<file path="src/rtl/button_encoder.sv">
// button_encoder: synchronises and debounces the board buttons and turns clean presses into single-cycle commands
// Ports:
//   clk, rst        - system clock, synchronous active-high reset
//   ALUbotones_raw  - raw asynchronous ALU operation buttons (bit i = operation i)
//   CambioModo_raw  - raw asynchronous mode button
//   ALUbotones      - debounced stable ALU button levels
//   op_valid        - one-cycle strobe, single clean ALU press accepted
//   op_code         - index of the accepted button, held until the next op_valid
//   multi_err       - one-cycle strobe, press rejected because several buttons were high
//   mode_pulse      - one-cycle strobe on a clean mode press
//   modo            - mode level, toggles on every mode_pulse
module button_encoder #(
    parameter int DEBOUNCE_CYCLES = 100000
) (
    input  logic       clk,
    input  logic       rst,
    input  logic [3:0] ALUbotones_raw,
    input  logic       CambioModo_raw,
    output logic [3:0] ALUbotones,
    output logic       op_valid,
    output logic [1:0] op_code,
    output logic       multi_err,
    output logic       mode_pulse,
    output logic       modo
);
    localparam int CNT_W = $clog2(DEBOUNCE_CYCLES) + 1;
    localparam logic [CNT_W-1:0] CNT_MAX = CNT_W'(DEBOUNCE_CYCLES - 1);

    typedef enum logic {IDLE, HOLD} state_t;

    // bit 4 carries the mode button, bits 3:0 the ALU buttons
    logic [4:0] sync1_q, sync1_d, sync2_q, sync2_d;
    logic [4:0] stable_q, stable_d, prev_q, prev_d, rise;
    logic [CNT_W-1:0] cnt_q [5];
    logic [CNT_W-1:0] cnt_d [5];
    state_t state_q, state_d;
    logic op_valid_q, op_valid_d, multi_err_q, multi_err_d;
    logic mode_pulse_q, mode_pulse_d, modo_q, modo_d;
    logic [1:0] op_code_q, op_code_d;
    logic accept, one_hot;

    always_comb begin
        sync1_d = {CambioModo_raw, ALUbotones_raw};
        sync2_d = sync1_q;
        stable_d = stable_q;
        prev_d = stable_q;
        for (int i = 0; i < 5; i++) begin
            cnt_d[i] = '0;
            if (sync2_q[i] != stable_q[i]) begin
                if (cnt_q[i] == CNT_MAX) stable_d[i] = sync2_q[i];
                else cnt_d[i] = cnt_q[i] + 1'b1;
            end
        end
    end

    assign rise = stable_q & ~prev_q;
    assign one_hot = $onehot(stable_q[3:0]);
    assign accept = (state_q == IDLE) && |rise[3:0];

    always_comb begin
        op_valid_d = accept && one_hot;
        multi_err_d = accept && !one_hot;
        // one-hot to index: bit 3 -> 3, bit 2 -> 2, bit 1 -> 1, bit 0 -> 0
        op_code_d = op_valid_d ? {stable_q[3] | stable_q[2], stable_q[3] | stable_q[1]} : op_code_q;
        state_d = accept ? HOLD : (state_q == HOLD && stable_q[3:0] == 4'b0) ? IDLE : state_q;
        mode_pulse_d = rise[4];
        modo_d = modo_q ^ rise[4];
    end

    always_ff @(posedge clk) begin
        if (rst) begin
            sync1_q <= '0;
            sync2_q <= '0;
            stable_q <= '0;
            prev_q <= '0;
            for (int i = 0; i < 5; i++) cnt_q[i] <= '0;
            state_q <= IDLE;
            op_valid_q <= 1'b0;
            op_code_q <= '0;
            multi_err_q <= 1'b0;
            mode_pulse_q <= 1'b0;
            modo_q <= 1'b0;
        end else begin
            sync1_q <= sync1_d;
            sync2_q <= sync2_d;
            stable_q <= stable_d;
            prev_q <= prev_d;
            cnt_q <= cnt_d;
            state_q <= state_d;
            op_valid_q <= op_valid_d;
            op_code_q <= op_code_d;
            multi_err_q <= multi_err_d;
            mode_pulse_q <= mode_pulse_d;
            modo_q <= modo_d;
        end
    end

    assign ALUbotones = stable_q[3:0];
    assign op_valid = op_valid_q;
    assign op_code = op_code_q;
    assign multi_err = multi_err_q;
    assign mode_pulse = mode_pulse_q;
    assign modo = modo_q;
endmodule

</file>
<file path="config.mk">
export PLATFORM = sky130hd
export DESIGN_NAME = button_encoder
export DESIGN_NICKNAME = d
export VERILOG_FILES = /design/src/rtl/button_encoder.sv
export SDC_FILE = /design/constraint.sdc
export NUM_CORES = 1
export LEC_CHECK = 0
export ABC_AREA = 1
export CAP_MARGIN = 20
export CORE_ASPECT_RATIO = 1.25
export CORE_MARGIN = 2
export CORE_UTILIZATION = 40
export CTS_CLUSTER_DIAMETER = 40
export DETAILED_ROUTE_END_ITERATION = 10
export PLACE_DENSITY = 0.7
export SLEW_MARGIN = 40
export SYNTH_ARGS = -nofsm -noshare
export SYNTH_HDL_FRONTEND = slang
export SYNTH_SLANG_ARGS = --single-unit
</file>
<file path="constraint.sdc">
create_clock -name clk -period 2.28 [get_ports clk]
set_input_delay 0.342 -clock clk [delete_from_list [all_inputs] [get_ports clk]]
set_output_delay 0.342 -clock clk [all_outputs]
set_load 0.005 [all_outputs]
</file>
### After elaboration in Yosys (flattened, before gate mapping)

Index checks and enable logic that the tools add are counted.

| operators by class | value |
|---|---|
| $add $sub $neg | 8 |
| equality and inequality tests | 11 |
| muxes and demuxes | 2 |
| bitwise operators | 11 |
| reduce and logical (&&, ||, !) cells | 18 |

Operators with widths:

| kind | number |
|---|---|
| adder 18 x 1 -> 18 bit (second input constant) | 5 |
| == test 18 x 17 -> 1 bit (second input constant) | 5 |
| OR reduction 3 bit | 5 |
| AND reduction 2 bit | 5 |
| inverter 1 bit | 6 |
| AND 5 bit | 1 |
| != test 1 bit | 5 |
| inverter 5 bit | 1 |
| adder 1 x 1 -> 2 bit | 2 |
| logical AND 1 bit | 4 |
| zero test 4 bit | 1 |
| OR reduction 4 bit | 1 |
| adder 2 x 2 -> 3 bit | 1 |
| == test 3 x 1 -> 1 bit (second input constant) | 1 |
| 2-to-1 mux 1 bit | 2 |
| OR 1 bit | 2 |
| nonzero test 2 bit | 1 |
| zero test 1 bit | 1 |
| bitwise XOR 1 bit | 1 |

| storage, ports and cells | value |
|---|---|
| bits in registers | 117 |
| input port bits | 7 |
| output and inout port bits | 10 |
| logic and storage cells | 69 |

### Longest topological paths before layout

Gate-level depths: netlist of the first run.

| logic depth | value |
|---|---|
| depth in word-level cells | 5 |
| gate-level depth with buffers | 10 |
| gate-level depth less buffers | 10 |

### Worst setup path after synthesis of the first run

No wires, ideal clock.

| timing path | value |
|---|---|
| kind | reg2reg |
| start | register stable_q[0] (netlist: prev_d[0]) |
| end | register op_code_q[0] (netlist: op_code[0]) |
| data arrival time | 2.126 ns |
| data required time | 2.216 ns |
| setup slack | 0.090 ns |
| cell stages (with the launch flop) | 11 |
| buffers on the path | 0 |
| clock period less this slack | 2.190 ns |
| cells stage by stage | dfxtp_1 -> inv_1 -> fa_1 -> inv_1 -> ha_1 -> ha_1 -> nor3b_1 -> nand3_1 -> nand2_1 -> inv_1 -> nor2_1 |

| between the ends | value |
|---|---|
| word-level cells in the longest chain between the ends | 4 |

Ends and longest elaborated chain:

| element | RTL line | text |
|---|---|---|
| start: declaration | 33 | `logic [4:0] stable_q, stable_d, prev_q, prev_d, rise;` |
| start signal: assignment | 86 | `stable_q <= stable_d;` |
| adder 1 x 1 -> 2 bit (implied by the code) or AND 5 bit (tied branches) | 57, 56 |  |
| adder 2 x 2 -> 3 bit (implied by the code) or OR reduction 4 bit (tied branches) | 57, 58 |  |
| == test 3 x 1 -> 1 bit or logical AND 1 bit (tied branches) | 57, 58 |  |
| logical AND 1 bit (*) | 61 | `op_valid_d = accept && one_hot;` |
| end signal: assignment | 91 | `op_code_q <= op_code_d;` |
| end: declaration | 39 | `logic [1:0] op_code_q, op_code_d;` |

Every way passes the cells marked *; elsewhere a longest branch is shown, timed or not.
A chain may end at the register's enable or synchronous reset.

### Worst setup path in the final report of the first run

| timing path | value |
|---|---|
| start | register stable_q[0] (netlist: prev_d[0]) |
| end | register op_code_q[1] (netlist: op_code[1]) |

The elaborated chain is that of the path after synthesis.

==> results of run 1 <==
## final cells by class
class / count / area [um2] / share of cell area [%]
clock buffers: 17 / 425 / 6.47
clock inverters: 15 / 171 / 2.61
inverters: 103 / 388 / 5.90
multi-input cells: 556 / 2830 / 43.0
flip-flops and latches: 117 / 2340 / 35.6
well taps: 175 / 219 / 3.33
repair buffers: 22 / 205 / 3.12
## power groups by stage
stage               Combinational [mW]  Clock [mW]  Sequential (mW)
floorplan                       0.0482           0             2.10
global placement                0.0587           0             2.11
detailed placement              0.0590           0             2.11
CTS                             0.0593        2.72             2.06
global route                    0.0670        2.82             2.06
finish                          0.0582        2.67             2.06
## Yosys cell counts (all sizes together)
cell type    n
nand3       48
o21ai       17
clkbuf       1
nand3b       1
clkinv       1
inv        102
nand2      177
xnor2       10
a21oi       41
fa           1
or2          8
nor3b        1
dfxtp      117
buf         11
o221a        1
nor3        10
nor2       183
ha           8
nand4       23
xor2        27
## cells by family (layout without fill, tap and decap cells)
family,after synthesis,in the layout
simple gates,451,451
flops,117,117
buf+inv,115,157
compound gates,59,59
xor+xnor,37,37
fa+ha+maj,9,9
## state kept, by name, indices dropped and copies added, names as in the netlist
register and cells:
op_code 2, state_q 1, multi_err 1, cnt_q 90
modo 1, prev_q 5, op_valid 1, sync1_q 5
sync2_q 5, mode_pulse 1, prev_d 5
## routing by layer
metal	up-vias	wire length (um)
li1	2517	-
met1	2116	5050
met2	65	5180
met3	9	313
met4	0	122
met5	-	0
## final timing paths
| check | end | cells after the start | slack, ps | from |
|---|---|---|---|---|
| worst max register to register | op_code[1]$_SDFFE_PP0P_ | 11 | 130 | prev_d[0]$_SDFFE_PP0P_ |
| worst min-delay path | sync2_q[0]$_SDFF_PP0_ | 2 | 400 | sync1_q[0]$_SDFF_PP0_ |
| worst min register to register | sync2_q[0]$_SDFF_PP0_ | 2 | 400 | sync1_q[0]$_SDFF_PP0_ |
| worst max-delay path | op_code[1]$_SDFFE_PP0P_ | 11 | 130 | prev_d[0]$_SDFFE_PP0P_ |
## tightest hold or removal path, delay by kind of cell, from the launching register on
kind,cells,cell delay (ps)
simple gates,1,30
buf+inv,1,40
flops,1,290
## what timing repair did
item | in CTS | in global routing
setup endpoints to repair | 0 | 2
resized for setup | 0 | 1
hold endpoints to repair | 0 | 0
==> flow_summary.json, run 1 <==
{
  "first_pass_iters": 4,
  "period_needed_ps": 2150,
  "antenna_found_initial": 0,
  "slowest_delay_ps": 530,
  "yosysWarnings": 0,
  "cts_tree": "done",
  "synth_top_area_cell": "dfxtp_1",
  "p_switching_mw": 1.07,
  "p_clk_share_pct": 55.7,
  "cp_max_fo": 4,
  "skew_ps": 6.86,
  "drcViolationCount": 0,
  "clock_latency_ps": 420,
  "peakVddDrop_mv": 0.522,
  "grtUsageMet1_pct": 17.1,
  "power.density_mw_per_mm2": 727,
  "worst_ep_required_time_ps": 2630,
  "drive_above_1_share_pct": 13.5,
  "cts_setup_buffers": 0,
  "drt_iter0_drc": 219,
  "p_seq_share_pct": 43.1,
  "synthTopCellsByArea": "dfxtp_1 (41%), nand2_1 (11%), nor2_1 (9.3%)",
  "fillers": 1361,
  "fin_total_pwr_mw": 4.78,
  "maxSlewViolCount": 0,
  "io_pins": 17,
  "placed_cell_area_mm2": 0.00598,
  "ant_nets": 0,
  "grt_remaining_overflow": 0,
  "grt_pass1_wl_mm": 18.6,
  "drv_cap": 0,
  "clockBufferDepth": 2,
  "fin_ws_ps": 127,
  "ys_ff_latch": 117,
  "hold_viol_final": 0,
  "hold_path.class": "reg2reg",
  "instances_no_fill": 1005,
  "worstMarginPinSlew_ps": 424,
  "fmax_mhz": 464,
  "finalCritPeriodShare_pct": 94.4,
  "cp-start-kind": "register",
  "yosys.area_share.simple_pct": 36.4,
  "yosys.area.top_type_share_pct": 41.2,
  "setup_tns_ps": 0,
  "worstSetupEndpointType": "register",
  "via_per_inst": 4.68,
  "pre_cts_ws_ps": 119,
  "hold_ws_ps": 401,
  "p_int_mw": 3.71,
  "dp_cells": 973,
  "synth_compound_area_share_pct": 5.44,
  "crit_slowest_cell": "fa_1",
  "grt.met3_usage_pct": 4.62,
  "ctsHoldBuffers": 0,
  "arrival_ps": 2500,
  "outcome": "finished, final reports clean",
  "synth.distinct_cells": 33,
  "fin_area_mm2": 0.00658,
  "grt_max_degree": 19,
  "clkSinkCount": 117,
  "start_util_pct": 40.9,
  "max_slew_margin_pct": 71.5,
  "die_x_um": 111,
  "cpMostUsedCell": "inv_1",
  "yosysSeqAreaShare_pct": 41.2,
  "postSynthCellCount": 788,
  "grt.busiest_layer": "met2",
  "crit_family": "adder cells",
  "die_area_mm2": 0.0152,
  "wl_per_cell_um": 10.6,
  "crit_chain": "inv_1 > fa_1 > inv_1 > ha_1 > ha_1 > nor3b_2 > buf_4 > nand3_1 > nand2_1 > inv_1 > nor2_1",
  "port_buffers": 16,
  "nets": 833,
  "route.vias.total": 4707,
  "rows": 48,
  "cts_max_level": 4,
  "dpl.hpwl_mm": 7.45,
  "gp_congestion": 0.809,
  "cts_made_buffers": 17,
  "postLayoutCoreUtil_pct": 47.4,
  "synth.mux.area_fraction_pct": 0,
  "setup_violations": 0,
  "track_usage_pct": 15.0,
  "grt_pass1_vias": 4368,
  "final_cell_mix": "nand2_1 (162), nor2_1 (141), dfxtp_1 (117), inv_1 (100), nand3_1 (44)",
  "synth_top_family_by_area": "simple AND/OR/NAND/NOR gates",
  "avgSynthCellArea_um2": 7.21,
  "path_class": "reg2reg",
  "power.leakage_nw": 2.19,
  "root_buffer": "clkbuf_16",
  "pwr-share-comb_pct": 1.2,
  "synth_xor_area_share_pct": 5.71,
  "synthToLayoutAreaGrowth_pct": 15.8,
  "synth_nets": 804,
  "synthAdderAreaFrac_pct": 2.12,
  "met2_usage_pct": 26.3,
  "path_clk_slew_ps": 60,
  "dieHeight_um": 137,
  "layout_commonest_cell": "nand2_1",
  "num_antenna_cells": 0,
  "switching_share_pct": 22.4,
  "fp.coreArea_mm2": 0.0139,
  "crit_buf_inv": 4,
  "netlist_area_mm2": 0.00568,
  "drt_wl_total_mm": 10.7
}
Power figures use the tool's default switching activity.
==> inputs of run 2 (changes only) <==
Settings changed: HOLD_SLACK_MARGIN set to 0.1.
==> results of run 2 <==
No change in the layout: final DEF, timing and power equal those of run 1.
==> inputs of run 3 (changes only) <==
Settings changed: HOLD_SLACK_MARGIN 0.1 to unset.
==> results of run 3 <==
No change in the layout: final DEF, timing and power equal those of run 1.
